--- src/rtl/nibble_serial_adder.sv ---
// Wide adder that walks one nibble per clock, LSB first; done_sig pulses NIB cycles after start.
// start_sig is only honoured in IDLE. Define SIGNED_OVF_EN to add the ovf_out overflow flag.
module nibble_serial_adder #(
  parameter int WIDTH = 16
) (
  input  logic             CLK,
  input  logic             RSTn,
  input  logic             start_sig,
  input  logic [WIDTH-1:0] a_in,
  input  logic [WIDTH-1:0] b_in,
  output logic             busy,
  output logic             done_sig,
  output logic [WIDTH-1:0] sum_out,
  output logic             carry_out
`ifdef SIGNED_OVF_EN
  ,
  output logic             ovf_out
`endif
);

  localparam int NIB = WIDTH / 4;
  localparam int IW  = (NIB > 1) ? $clog2(NIB) : 1;

  typedef enum logic [1:0] {IDLE, RUN, DONE} state_t;

  state_t           state, state_nxt;
  logic [WIDTH-1:0] a_q, b_q, acc_q, acc_nxt;
  logic [IW-1:0]    idx_q;
  logic             carry_q;
  logic [3:0]       a_nib, b_nib;
  logic [4:0]       nib_sum;
  logic             last;
`ifdef SIGNED_OVF_EN
  logic [3:0]       low3_sum;
`endif

  always_comb begin
    a_nib     = '0;
    b_nib     = '0;
    acc_nxt   = acc_q;
    state_nxt = state;
    // Explicit compare mux keeps the nibble select legal for every NIB, including 1.
    for (int i = 0; i < NIB; i++) begin
      if (idx_q == IW'(i)) begin
        a_nib = a_q[i*4 +: 4];
        b_nib = b_q[i*4 +: 4];
      end
    end
    nib_sum = {1'b0, a_nib} + {1'b0, b_nib} + {4'b0, carry_q};
    for (int i = 0; i < NIB; i++) begin
      if (idx_q == IW'(i)) begin
        acc_nxt[i*4 +: 4] = nib_sum[3:0];
      end
    end
    last = (idx_q == IW'(NIB - 1));
    case (state)
      IDLE:    if (start_sig) state_nxt = RUN;
      RUN:     if (last) state_nxt = DONE;
      DONE:    state_nxt = IDLE;
      default: state_nxt = IDLE;
    endcase
  end

`ifdef SIGNED_OVF_EN
  // Bit 3 of this partial sum is the carry into the operand MSB.
  always_comb begin
    low3_sum = {1'b0, a_nib[2:0]} + {1'b0, b_nib[2:0]} + {3'b0, carry_q};
  end
`endif

  always_ff @(posedge CLK or negedge RSTn) begin
    if (!RSTn) begin
      state     <= IDLE;
      a_q       <= '0;
      b_q       <= '0;
      acc_q     <= '0;
      idx_q     <= '0;
      carry_q   <= 1'b0;
      busy      <= 1'b0;
      done_sig  <= 1'b0;
      sum_out   <= '0;
      carry_out <= 1'b0;
`ifdef SIGNED_OVF_EN
      ovf_out   <= 1'b0;
`endif
    end else begin
      state <= state_nxt;
      case (state)
        IDLE: begin
          if (start_sig) begin
            a_q     <= a_in;
            b_q     <= b_in;
            idx_q   <= '0;
            carry_q <= 1'b0;
            busy    <= 1'b1;
          end
        end
        RUN: begin
          acc_q   <= acc_nxt;
          carry_q <= nib_sum[4];
          if (last) begin
            idx_q     <= '0;
            sum_out   <= acc_nxt;
            carry_out <= nib_sum[4];
            done_sig  <= 1'b1;
`ifdef SIGNED_OVF_EN
            ovf_out   <= low3_sum[3] ^ nib_sum[4];
`endif
          end else begin
            idx_q <= idx_q + 1'b1;
          end
        end
        DONE: begin
          done_sig <= 1'b0;
          busy     <= 1'b0;
        end
        default: ;
      endcase
    end
  end

endmodule

--- config.mk ---
export PLATFORM = sky130hd
export DESIGN_NAME = nibble_serial_adder
export DESIGN_NICKNAME = d
export VERILOG_FILES = /design/src/rtl/nibble_serial_adder.sv
export SDC_FILE = /design/constraint.sdc
export NUM_CORES = 1
export LEC_CHECK = 0
export ABC_AREA = 1
export CORE_MARGIN = 1.5
export CORE_UTILIZATION = 57
export DETAILED_ROUTE_END_ITERATION = 16
export PLACE_DENSITY = 0.85
export SLEW_MARGIN = 15
export SYNTH_ARGS = -nofsm -noshare
export SYNTH_HDL_FRONTEND = slang
export SYNTH_SLANG_ARGS = --single-unit
--- constraint.sdc ---
create_clock -name CLK -period 6.16 [get_ports CLK]
set_clock_uncertainty 0.05 [all_clocks]
set_input_delay 0.616 -clock CLK [delete_from_list [all_inputs] [get_ports CLK]]
set_output_delay 0.616 -clock CLK [all_outputs]
set_load 0.02 [all_outputs]
==> After elaboration in Yosys (flattened, before gate mapping) <==
Index checks and enable logic that the tools add are counted.
{ "op_classes": {"add_sub_neg": 3, "reduce_logical": 11, "n_eq_ne": 7, "n_div": 0, "n_mul": 0, "n_shift": 0, "bitwise_logic": 0, "order_cmp": 0, "mux": 24} }
{ "op_table": {"columns": ["op", "count"], "rows": [
  ["4-bit 2-to-1 mux", 12],
  ["2-bit AND reduction", 6],
  ["2-bit 2-to-1 mux", 4],
  ["2-bit case mux with 2 select lines", 2],
  ["2-bit equality test (second input constant)", 3],
  ["1-bit case mux with 2 select lines", 3],
  ["2-bit nonzero test", 3],
  ["4-bit by 4-bit adder with 5-bit output", 1],
  ["5-bit by 1-bit adder with 5-bit output", 1],
  ["2-bit by 1-bit equality test with 1-bit output (second input constant)", 2],
  ["2-bit logical NOT", 2],
  ["2-bit != test (second input constant)", 2],
  ["1-bit 2-to-1 mux", 3],
  ["2-bit by 1-bit adder with 2-bit output (second input constant)", 1]
]} }
{ "totals": {"output_inout_bits": 19, "regBits": 72, "mem_bits_ro": 0, "mem_bits_rw": 0, "latch_bits": 0, "mem_count": 0, "word_cells": 55} }

==> Longest topological paths before layout <==
{ "logic_depth": {"depth_word": 8, "ltp_mapped": 18, "depth_no_buf": 18} }

==> Worst setup path before layout <==
OpenSTA, ideal clock, no wires.
{ "synth_path": {"path_type": "reg-to-reg", "startpoint": "reg idx_q[0]", "endpoint": "reg acc_q[9]", "path_slack_ns": 3.528, "setup_ns": 0.126, "t_arrival_ns": 2.456, "n_path_buf": 1, "synth_period_minus_slack_ns": 2.632, "stages_incl_launch_ff": 14, "cell_sequence": "dfrtp_1 > ha_1 > inv_1 > buf_2 > nor2_1 > o31ai_1 > o21ai_0 > fa_1 > inv_1 > fa_1 > nand2_1 > o21ai_0 > nand2_1 > o21ai_0"} }
{ "synth_between": {"elab_chain_cells": 8, "word_cells_on_any_way": 15, "classes_between": "2 x add/sub; 3 x eq/ne; 9 x mux; 1 x reduce/logical"} }
{ "synth_lines": {"columns": ["element", "line", "text"], "rows": [
  ["from (decl)", "28", "logic [IW-1:0] idx_q;"],
  ["from (signal assigned)", "110", "idx_q <= idx_q + 1'b1;"],
  ["2-bit logical NOT", "44", "if (idx_q == IW'(i)) begin"],
  ["4-bit 2-to-1 mux (4 in a row)", "44", null],
  ["4-bit by 4-bit adder with 5-bit output", "49", "nib_sum = {1'b0, a_nib} + {1'b0, b_nib} + {4'b0, carry_q};"],
  ["5-bit by 1-bit adder with 5-bit output", "49", null],
  ["4-bit 2-to-1 mux *", "51", "if (idx_q == IW'(i)) begin"],
  ["to (signal assigned)", "99", "acc_q <= acc_nxt;"],
  ["to (decl)", "27", "logic [WIDTH-1:0] a_q, b_q, acc_q, acc_nxt;"]
]} }
Mark *: on every way between the ends. The rest lies on a longest branch, timed or not.
A chain may end at the register's enable or synchronous reset.

==> Worst setup path after layout <==
{ "layout_path": {"startpoint": "reg idx_q[1]", "endpoint": "reg acc_q[1]"} }
{ "layout_between": {"elab_chain_cells": 8, "word_cells_on_any_way": 15, "classes_between": "2 x add/sub; 3 x eq/ne; 9 x mux; 1 x reduce/logical"} }
{ "layout_lines": {"columns": ["element", "line"], "rows": [
  ["2-bit logical NOT", "44, 51"],
  ["4-bit 2-to-1 mux (4 in a row)", "44"],
  ["4-bit by 4-bit adder with 5-bit output", "49"],
  ["5-bit by 1-bit adder with 5-bit output", "49"],
  ["4-bit 2-to-1 mux *", "51"]
]} }
Marked as above.

==> flow_metrics.py <==
metrics = {
    "synthesis": {
        "synth-seq-cells": 68,
        "mappedNetlistArea_sq_mm": 0.003169,
        "postSynth.asyncResetShare": 1.000,
        "ys_seq_area_frac": 0.5369,
        "yosys.area.top_type_share": 0.5369,
        "synth_cells": 319,
        "yosys_warnings": 0,
        "synth.net_count": 363,
        "post_synth_main_area_contributors": "sky130_fd_sc_hd__dfrtp_1 (54%), sky130_fd_sc_hd__nand2_1 (11%), sky130_fd_sc_hd__mux2_2 (6.4%), sky130_fd_sc_hd__o21ai_0 (6.3%), sky130_fd_sc_hd__mux2_4 (5.7%)",
        "netlist_top_cells_count": "sky130_fd_sc_hd__nand2_1 (89), sky130_fd_sc_hd__dfrtp_1 (68), sky130_fd_sc_hd__o21ai_0 (40)",
        "synth_enable_flop_cells": 0,
        "yosysTopAreaCell": "sky130_fd_sc_hd__dfrtp_1",
        "yosysMostFrequentCell": "sky130_fd_sc_hd__nand2_1",
        "ys_types": 21,
        "yosys_most_used_dff": "sky130_fd_sc_hd__dfrtp_1",
        "postSynthAreaPerCell_sq_um": 9.935,
    },
    "clock_tree": {
        "cts_repair_resize_count": 0,
        "tritoncts": "yes",
        "cts.path.max_buffers": 2,
        "post_cts.repair.setup_buffers": 0,
        "cts.htree.levels": 3,
        "clkSinkCount": 68,
        "cts_hold_buffers": 0,
        "clk_transition_reported_paths_ns": 0.07,
        "root_buffer": "sky130_fd_sc_hd__clkbuf_8",
        "cts_made_buffers": 9,
        "insertion_delay_ns": 0.34,
    },
    "global_routing": {
        "first_pass_grt_wire_length_um": 11190,
        "grt_use_total": 0.2423,
        "grt.met1_usage": 0.3081,
        "globalRouteMet2Util": 0.4018,
        "antenna_found_initial": 0,
        "grt_max_degree": 69,
        "grt_pass1_vias": 2425,
        "global_route.overflow_total": 0,
        "met3_usage": 0.03765,
        "grt-busiest-layer": "met2",
    },
    "timing": {
        "setup_tns_ns": 0,
        "max-slew-margin-rel": 0.4518,
        "period_minus_slack_ns": 3.218,
        "layout_worst_path_cycle_share": 0.5225,
        "slew_viol_final": 0,
        "grt_setup_unrepaired": "no",
        "clock.fmax_ghz": 0.3107,
        "tightestPinTransition_ns": 0.8222,
        "finalSetupViolations": 0,
        "finalHoldViolations": 0,
    },
    "placement": {
        "gp_congestion": 0.8308,
        "place_hpwl_um": 4541,
        "port_buffers": 53,
        "placed_cell_area_sq_mm": 0.003700,
    },
    "routing": {
        "post_drt_via_cell_ratio": 5.478,
        "wire_length_after_detailed_routing_um": 6510,
        "residual_drc_count": 0,
        "dr.first_iter.drc_count": 182,
        "dr.pass1.iters": 5,
        "routedWlPerCell_um": 14.76,
        "antenna_left": 0,
        "route.vias.total": 2416,
    },
    "floorplan": {
        "die_w_um": 77.57,
        "num_rows": 26,
        "initial_core_util": 0.6051,
        "design.die.area_sq_mm": 0.006016,
        "floorplan.core_area_sq_mm": 0.005238,
        "io_pins": 54,
        "dieHeight_um": 77.57,
    },
    "outcome": {
        "status": "finished, final reports clean",
    },
    "power": {
        "peakVddDrop_uv": 363.0,
        "power.density_cell_area_mw_per_mm2": 600.2,
        "total_leakage_power_nw": 1.829,
    },
    "setup_path": {
        "worst-endpoint-arrival_ns": 3.37,
        "timing.setup.critical_path_class": "flip-flop to flip-flop",
        "rr_startpoint": "idx_q[1]",
        "reg2reg_depth": 15,
        "worstReg2RegEnd": "acc_q[1]",
        "worst_setup_path_end_kind": "flip-flop",
        "r2r_slack_ns": 2.94,
        "critPathLaunchType": "flip-flop",
        "critPathLaunch": "idx_q[1]",
        "path_max_fanout": 14,
        "cp_data_required_time_ns": 6.31,
    },
    "layout": {
        "n_antenna_cell": 0,
        "post_route_cells_drive_above_1_share": 0.1321,
        "synthToLayoutAreaGrowth_pct": 21.32,
        "finish.instance_area_sq_mm": 0.003845,
        "nets": 414,
        "number_of_filler_instances_in_the_final_layout": 387,
    },
    "job": {
        "max-cap-violations": 0,
    },
    "worst_hold_path": {
        "holdCritPathClass": "primary input to async pin",
    },
}
## state kept, by name, summed over array words and instances (netlist names), 2 cells and up
register	flops
a_q	16
idx_q	2
sum_out	16
state	2
b_q	16
acc_q	12
## worst max path at each step
stage,slack (ns),cells after the start,endpoint
after floorplan,3.53,13,acc_q[9]
after global routing,2.67,18,sum_out[10]
after CTS,3.00,18,acc_q[2]
after global placement,3.17,14,acc_q[1]
after detailed placement,3.01,18,acc_q[2]
final,2.94,15,acc_q[1]
## per-stage QoR
stage,power (mW),cells,util,setup WS [ns],hold WS [ns]
after floorplan,1.658,319,-,3.528,0.2704
after global placement,1.935,429,0.7064,3.175,0.4036
after detailed placement,2.001,429,0.7064,3.010,0.4115
after CTS,2.307,441,0.7341,2.996,0.4273
after global routing,2.509,441,0.7341,2.668,0.4609
final,2.308,441,0.7341,2.942,0.4202
## kinds of logic (layout without fill, tap and decap cells)
family | after synthesis | in the layout | synth area share
and+or+nand+nor | 115 | 115 | 0.1469
DFF | 68 | 68 | 0.5369
AOI/OAI and AO/OA | 58 | 58 | 0.09593
buffers and inverters | 39 | 91 | 0.05922
muxes | 30 | 30 | 0.1208
adders and majority gates | 9 | 9 | 0.04027
## report_power, final
part	internal [mW]	switching (mW)	leakage, nW	total (mW)
sequential	0.662	0.120	0.822	0.783
combinational	0.512	0.717	0.933	1.23
clock	0.149	0.148	0.0743	0.297
## cells in the final DEF (no fill, tap or decap)
master and n:
sky130_fd_sc_hd__inv_2 2, sky130_fd_sc_hd__o31ai_1 1, sky130_fd_sc_hd__nand3_1 15, sky130_fd_sc_hd__clkbuf_8 10
sky130_fd_sc_hd__a21oi_1 9, sky130_fd_sc_hd__nor2_4 1, sky130_fd_sc_hd__buf_2 1, sky130_fd_sc_hd__fa_1 2
sky130_fd_sc_hd__mux2_2 18, sky130_fd_sc_hd__ha_1 7, sky130_fd_sc_hd__a31oi_1 5, sky130_fd_sc_hd__or2_2 3
sky130_fd_sc_hd__inv_1 22, sky130_fd_sc_hd__o21ai_0 40, sky130_fd_sc_hd__buf_4 2, sky130_fd_sc_hd__clkbuf_1 2
sky130_fd_sc_hd__o21bai_1 1, sky130_fd_sc_hd__nor2_1 7, sky130_fd_sc_hd__mux2_4 12, sky130_fd_sc_hd__o22ai_1 2
sky130_fd_sc_hd__clkdlybuf4s50_1 52, sky130_fd_sc_hd__dfrtp_1 68, sky130_fd_sc_hd__nand2_1 89
## worst max-delay path, stage by stage, from the launching register on
cell and delay, ns:
sky130_fd_sc_hd__dfrtp_1 0.39, sky130_fd_sc_hd__inv_1 0.09, sky130_fd_sc_hd__ha_1 0.36, sky130_fd_sc_hd__inv_1 0.33, sky130_fd_sc_hd__nand3_1 0.11, sky130_fd_sc_hd__nand2_1 0.11, sky130_fd_sc_hd__o21ai_0 0.09, sky130_fd_sc_hd__nand2_1 0.08
sky130_fd_sc_hd__o21ai_0 0.12, sky130_fd_sc_hd__fa_1 0.39, sky130_fd_sc_hd__inv_1 0.10, sky130_fd_sc_hd__fa_1 0.48, sky130_fd_sc_hd__nand2_1 0.10, sky130_fd_sc_hd__o21ai_0 0.13, sky130_fd_sc_hd__nand2_1 0.09, sky130_fd_sc_hd__o21ai_0 0.08
## routing by layer
layer  vias up  wire length, um
met5         -                0
met3        17              309
met4         0              135
met2        93             3227
li1       1146                -
met1      1160             2837
## layout make-up
type	count	area (sq um)	area share
clock buffer	12	145.1	0.03775
inverter	24	90.09	0.02343
tap	70	87.58	0.02278
multi-input combinational	212	1280	0.3329
timing repair buffer	55	540.5	0.1406
sequential	68	1702	0.4426
(Power assumes the default switching activity.)
